`src/rtl/lsu_byte_streamer_if.sv`:
```
// lsu_byte_streamer_if: word-in / byte-out handshake bundle for the LSU byte streamer.
//   word side : word_valid, word_ready, word_data[31:0], byte_mask[3:0]
//   byte side : byte_valid, byte_ready, byte_data[7:0], byte_idx[1:0], byte_last
//   status    : done (one-cycle pulse after each completed word)
//   slave = the streamer, master = the producer/consumer pair driving it
interface lsu_byte_streamer_if;
    logic        word_valid;
    logic        word_ready;
    logic [31:0] word_data;
    logic [3:0]  byte_mask;
    logic        byte_valid;
    logic        byte_ready;
    logic [7:0]  byte_data;
    logic [1:0]  byte_idx;
    logic        byte_last;
    logic        done;

    modport slave (
        input  word_valid, word_data, byte_mask, byte_ready,
        output word_ready, byte_valid, byte_data, byte_idx, byte_last, done
    );

    modport master (
        output word_valid, word_data, byte_mask, byte_ready,
        input  word_ready, byte_valid, byte_data, byte_idx, byte_last, done
    );
endinterface

```
`src/rtl/lsu_byte_streamer.sv`:
```
// lsu_byte_streamer: serializes the enabled byte lanes of a 32-bit store word onto a byte handshake.
//   clk_i   : clock, rising edge
//   rst_ni  : asynchronous active-low reset
//   flush_i : synchronous abort of the word in flight (no done)
//   bus     : lsu_byte_streamer_if.slave (word accept side, byte emit side, done pulse)
//   MSB_FIRST = 0 emits lanes 0->3, 1 emits lanes 3->0
module lsu_byte_streamer #(
    parameter bit MSB_FIRST = 1'b0
) (
    input  logic                 clk_i,
    input  logic                 rst_ni,
    input  logic                 flush_i,
    lsu_byte_streamer_if.slave   bus
);
    typedef enum logic {IDLE, SEND} state_e;

    state_e      state_q, state_d;
    logic [31:0] hold_q, hold_d;
    logic [3:0]  rem_q, rem_d, rem_nx;
    logic [1:0]  cur_q, cur_d;
    logic        done_q, done_d;
    logic        ready, xfer, last, acc;

    function automatic logic [1:0] first(input logic [3:0] m);
        if (MSB_FIRST) return m[3] ? 2'd3 : m[2] ? 2'd2 : m[1] ? 2'd1 : 2'd0;
        return m[0] ? 2'd0 : m[1] ? 2'd1 : m[2] ? 2'd2 : 2'd3;
    endfunction

    assign bus.byte_valid = state_q == SEND;
    assign bus.byte_idx   = cur_q;
    assign bus.byte_data  = hold_q[8*cur_q +: 8];
    // rem always holds the not-yet-sent lanes including cur, so one bit left means final byte
    assign bus.byte_last  = $onehot(rem_q);
    assign bus.done       = done_q;
    assign bus.word_ready = ready;

    assign xfer   = bus.byte_valid & bus.byte_ready;
    assign last   = xfer & bus.byte_last;
    // rst_ni gates ready so nothing looks acceptable while reset is held
    assign ready  = rst_ni & !flush_i & (state_q == IDLE | last);
    assign acc    = bus.word_valid & ready;
    assign rem_nx = rem_q & ~(4'b0001 << cur_q);

    always_comb begin
        state_d = state_q;
        hold_d  = hold_q;
        rem_d   = rem_q;
        cur_d   = cur_q;
        done_d  = 1'b0;
        if (flush_i) begin
            state_d = IDLE;
            rem_d   = '0;
        end else if (acc) begin
            hold_d  = bus.word_data;
            rem_d   = bus.byte_mask;
            cur_d   = first(bus.byte_mask);
            state_d = |bus.byte_mask ? SEND : IDLE;
            // a finishing word and a zero-mask word both complete on this edge
            done_d  = last | ~|bus.byte_mask;
        end else if (xfer) begin
            rem_d   = rem_nx;
            cur_d   = first(rem_nx);
            state_d = last ? IDLE : SEND;
            done_d  = last;
        end
    end

    always_ff @(posedge clk_i or negedge rst_ni) begin
        if (!rst_ni) begin
            state_q <= IDLE;
            hold_q  <= '0;
            rem_q   <= '0;
            cur_q   <= '0;
            done_q  <= 1'b0;
        end else begin
            state_q <= state_d;
            hold_q  <= hold_d;
            rem_q   <= rem_d;
            cur_q   <= cur_d;
            done_q  <= done_d;
        end
    end
endmodule

```
`src/flat_wrapper.sv`:
```
// flat-port wrapper written by rule: the top's interface ports become plain ports
module lsu_byte_streamer_flat 
#(
    parameter bit MSB_FIRST = 1'b0
)
  (clk_i, rst_ni, flush_i, bus_word_valid, bus_word_data, bus_byte_mask, bus_byte_ready, bus_word_ready, bus_byte_valid, bus_byte_data, bus_byte_idx, bus_byte_last, bus_done);
  lsu_byte_streamer_if bus_i ();
  input  logic clk_i;
  input  logic rst_ni;
  input  logic flush_i;
  input wire logic [$bits(bus_i.word_valid)-1:0] bus_word_valid;
  input wire logic [$bits(bus_i.word_data)-1:0] bus_word_data;
  input wire logic [$bits(bus_i.byte_mask)-1:0] bus_byte_mask;
  input wire logic [$bits(bus_i.byte_ready)-1:0] bus_byte_ready;
  output wire logic [$bits(bus_i.word_ready)-1:0] bus_word_ready;
  output wire logic [$bits(bus_i.byte_valid)-1:0] bus_byte_valid;
  output wire logic [$bits(bus_i.byte_data)-1:0] bus_byte_data;
  output wire logic [$bits(bus_i.byte_idx)-1:0] bus_byte_idx;
  output wire logic [$bits(bus_i.byte_last)-1:0] bus_byte_last;
  output wire logic [$bits(bus_i.done)-1:0] bus_done;
  assign bus_i.word_valid = bus_word_valid;
  assign bus_i.word_data = bus_word_data;
  assign bus_i.byte_mask = bus_byte_mask;
  assign bus_i.byte_ready = bus_byte_ready;
  assign bus_word_ready = bus_i.word_ready;
  assign bus_byte_valid = bus_i.byte_valid;
  assign bus_byte_data = bus_i.byte_data;
  assign bus_byte_idx = bus_i.byte_idx;
  assign bus_byte_last = bus_i.byte_last;
  assign bus_done = bus_i.done;
  lsu_byte_streamer #(.MSB_FIRST(MSB_FIRST)) u_core (.clk_i(clk_i), .rst_ni(rst_ni), .flush_i(flush_i), .bus(bus_i));
endmodule
```
`config.mk`:
```
export PLATFORM = sky130hd
export DESIGN_NAME = lsu_byte_streamer_flat
export DESIGN_NICKNAME = d
export VERILOG_FILES = /design/src/rtl/lsu_byte_streamer_if.sv /design/src/rtl/lsu_byte_streamer.sv /design/src/flat_wrapper.sv
export SDC_FILE = /design/constraint.sdc
export NUM_CORES = 1
export LEC_CHECK = 0
export CAP_MARGIN = 20
export CORE_ASPECT_RATIO = 1.4
export CORE_UTILIZATION = 40
export DETAILED_ROUTE_END_ITERATION = 8
export HOLD_SLACK_MARGIN = 0.15
export PLACE_DENSITY_LB_ADDON = 0.05
export SKIP_LAST_GASP = 1
export SLEW_MARGIN = 20
export SYNTH_ARGS = -nofsm -noshare
export SYNTH_HDL_FRONTEND = slang
export SYNTH_SLANG_ARGS = --single-unit
```
`constraint.sdc`:
```
create_clock -name clk_i -period 2.7 [get_ports clk_i]
set_clock_uncertainty 0.05 [all_clocks]
set_input_delay 0.54 -clock clk_i [delete_from_list [all_inputs] [get_ports clk_i]]
set_output_delay 0.54 -clock clk_i [all_outputs]
set_load 0.02 [all_outputs]
```
==> summary.md <==
| Metric | Value |
|---|---|
| Status | `finished, violations left` |
| Top cells by area, synth | `dfrtp_1 (51%), mux2_2 (17%), mux4_2 (9.1%), mux2_1 (2.9%), buf_6 (2.3%)` |
| Die ar. | `~5200 µm²` |
| Detailed Place HPWL | `about 3200 µm` |
| DRT iter0 DRCs | `between 50 and 60` |
| Vias in the first global route | `between 1000 and 1500` |
| Largest net degree at the start of global routing | `25` |
| Critical path class | `reg -> reg` |
| Reg2Reg Launch Point | `u_core.rem_q[2]` |
| Detailed Routing Iterations Pass 1 | `4` |
| Fillers | `roughly 420` |
| Worst Hold Class | `in -> async` |
| EDFF count, synth | `0` |
| Max H-tree Level | `2` |
| N_diodes | `0` |
| Post-Route WL | `about 4300 µm` |
| GPL Wtd Cong | `slightly above 0.8` |
| Dominant synthesized flop cell | `dfrtp_1` |
| Post-Syn Instances | `135` |
| Worst setup SP type | `flip-flop` |
| Final Cycle Share | `105%` |
| Overall Global Routing Usage | `between 15 and 20%` |
| Clock slew at reported path FFs | `about 0.07 ns` |
| Max_slew headroom | `between 70% and 80%` |
| Setup Viol. Count Final | `36` |
| Setup slack, reg-to-reg | `-0.13 ns` |
| Cell Pwr Density | `643 nW/µm²` |
| DIE WIDTH | `61.3 µm` |
| Slew Limit Fails | `0` |
| # IOs | `55` |
| Vias | `about 1400` |
| Count leader, synth | `dfrtp_1` |
| Post-synth top area share | `about half` |
| Maximum vdd drop | `about 0.47 mV` |
| Setup WS pre-CTS | `-0.297 ns` |
| Final instance area | `approximately 2800 µm²` |
| Max-cap violations | `0` |
| Starting Density | `42.4%` |
| Netlist Area Pre-Place | `1970 µm²` |
| Slew of the pin with the lowest slew margin | `between 0.3 and 0.4 ns` |
| DR WL/cell | `roughly 16 µm` |
| Chip height | `around 85 µm` |
| IO buf count | `54` |
| Std cell rows | `29` |
| Yosys reg bits | `40` |
| Remaining antenna violation count after routing | `0` |
| R2R depth | `9` |
| Fmax | `between 300 and 400 MHz` |
| Req. time, crit path | `2.82 ns` |
| Critical Path Sink Type | `flip-flop` |
| R2R Path End | `u_core.bus.byte_idx[1]` |
| CTS root buf | `clkbuf_8` |
| Post-synth top cells | `dfrtp_1 (40), mux2_2 (30), mux4_2 (8)` |
| Worst skew pair latency | `~0.28 ns` |
| Sink Count | `40` |
| Area Overhead vs Synth | `42.8%` |
| Clk buf depth | `2` |
| Final WS setup | `-0.125 ns` |
| CTS tree | `yes` |
| Post-synth cell types | `30` |
| Hold Violations, Final | `0` |
| Crit path time final | `approximately 2.8 ns` |
| Crit-path max FO | `4` |
| Core area | `between 4000 and 5000 µm²` |
| RSZ-0062 raised after global routing | `yes` |
| Post-synth top area cell | `dfrtp_1` |
| Average size of a mapped cell | `around 15 µm²` |
| Fin nets | `approximately 250` |
| Leakage power | `roughly 0.0012 µW` |
| First-pass GRT wire length | `between 6000 and 7000 µm` |
| Share of cells above drive strength 1 | `between 30% and 40%` |
| Seq/Total Area, Yosys | `between 50% and 60%` |
| CP Data Arrival Time | `between 2 and 3 ns` |
| Grt total ovfl | `0` |
| Post-DP Area | `2630 µm²` |
| Vias per std cell | `around 5.1` |
| Net Count, Synth | `180` |
| Failing checks | `negative setup slack` |
| Yosys warns | `0` |
| Antenna violations before repair | `0` |
| CTS Buf Count | `5` |
| Async set or reset register ratio after synthesis | `between 90% and 100%` |
| Number of remaining DRC errors | `0` |
-- what timing repair did --
item,in CTS,in global routing
hold endpoints to repair,0,0
setup endpoints to repair,35,38
buffers inserted,1,5
pin swaps,1,2
resized for setup,14,13
hold buffers,0,0
-- layout make-up --
cell class | count | area [µm²] | share of cell area, %
flip-flops and latches | 40 | 1000 | 35.6
multi-input cells | 86 | 927 | 32.9
repair buffers | 74 | 736 | 26.1
well taps | 62 | 77.6 | 2.76
clock buffers | 5 | 68.8 | 2.45
inverters | 1 | 3.75 | 0.133
-- critical path, stage by stage, from the launching register on --
cell and delay [ns]:
dfrtp_1 0.38, ha_1 0.29, ha_2 0.19, fa_1 0.46, nand4bb_4 0.23, buf_6 0.14, a211oi_4 0.22, buf_6 0.16
mux2_4 0.30, mux2_1 0.29
-- cells by family after synthesis --
group | Yosys count | synth area share, %
fa+ha+maj | 4 | 2.92
compound gates | 19 | 7.05
flops | 40 | 50.8
mux | 43 | 29.1
simple gates | 20 | 6.67
buf+inv | 9 | 3.43
-- registers in the layout, indices dropped and copies added (netlist names) --
signal                 count
u_core.hold_q             32
u_core.bus.byte_idx        2
u_core.bus.byte_valid      1
u_core.bus.done            1
u_core.rem_q               4
-- routing by layer --
layer  up-vias  part of all wire (%)  GRT usage [%]
met3        10                   5.0           4.27
met4         0                   2.4           6.82
li1        643                     -              -
met5         -                     0              0
met1       678                    39           22.0
met2        43                    54           31.8
-- how the worst max path moves through the flow --
stage                    startpoint                     end  slack [ns]  cells past startpoint
floorplan           u_core.rem_q[0]         u_core.rem_q[1]      -0.009                      7
global placement    u_core.rem_q[2]          bus_word_ready       -0.22                      7
detailed placement  u_core.rem_q[2]          bus_word_ready       -0.30                      7
CTS                 u_core.rem_q[2]  u_core.bus.byte_idx[1]       -0.14                      9
global route        u_core.rem_q[2]  u_core.bus.byte_idx[1]       -0.21                      9
finish              u_core.rem_q[2]  u_core.bus.byte_idx[1]       -0.13                      9
-- stage by stage --
step	util, %	hold WS [ns]	setup TNS (ns)	total power, µW	std cells
2_1_floorplan	-	0.194	-0.0274	1160	135
3_3_place_gp	56.5	0.413	-1.32	1430	257
3_5_place_dp	56.5	0.428	-5.04	1460	257
4_1_cts	58.5	0.202	-2.60	1820	263
5_1_grt	60.6	0.206	-5.81	1910	268
6_report	60.6	0.197	-2.08	1810	268
-- power by group --
group	leakage [µW]	internal, µW	switching (µW)
clock	0.0000359	167	182
sequential	0.000482	714	57.3
combinational	0.000659	409	280
total	0.00118	1290	520
-- cell usage in the layout, fill, tap and decap left out, types with 2 or more instances in the layout --
cell / instances
a21oi_1: 3
clkbuf_8: 5
mux2_1: 4
a22o_1: 4
mux2_2: 25
buf_4: 13
nand3b_1: 3
dfrtp_1: 40
mux4_2: 8
ha_1: 2
buf_12: 2
nor2b_1: 2
nor2_1: 5
mux2_4: 6
buf_6: 5
o21ai_0: 6
clkdlybuf4s50_1: 51
nand2_1: 4
Note: power is estimated with default switching activity, not from simulation.
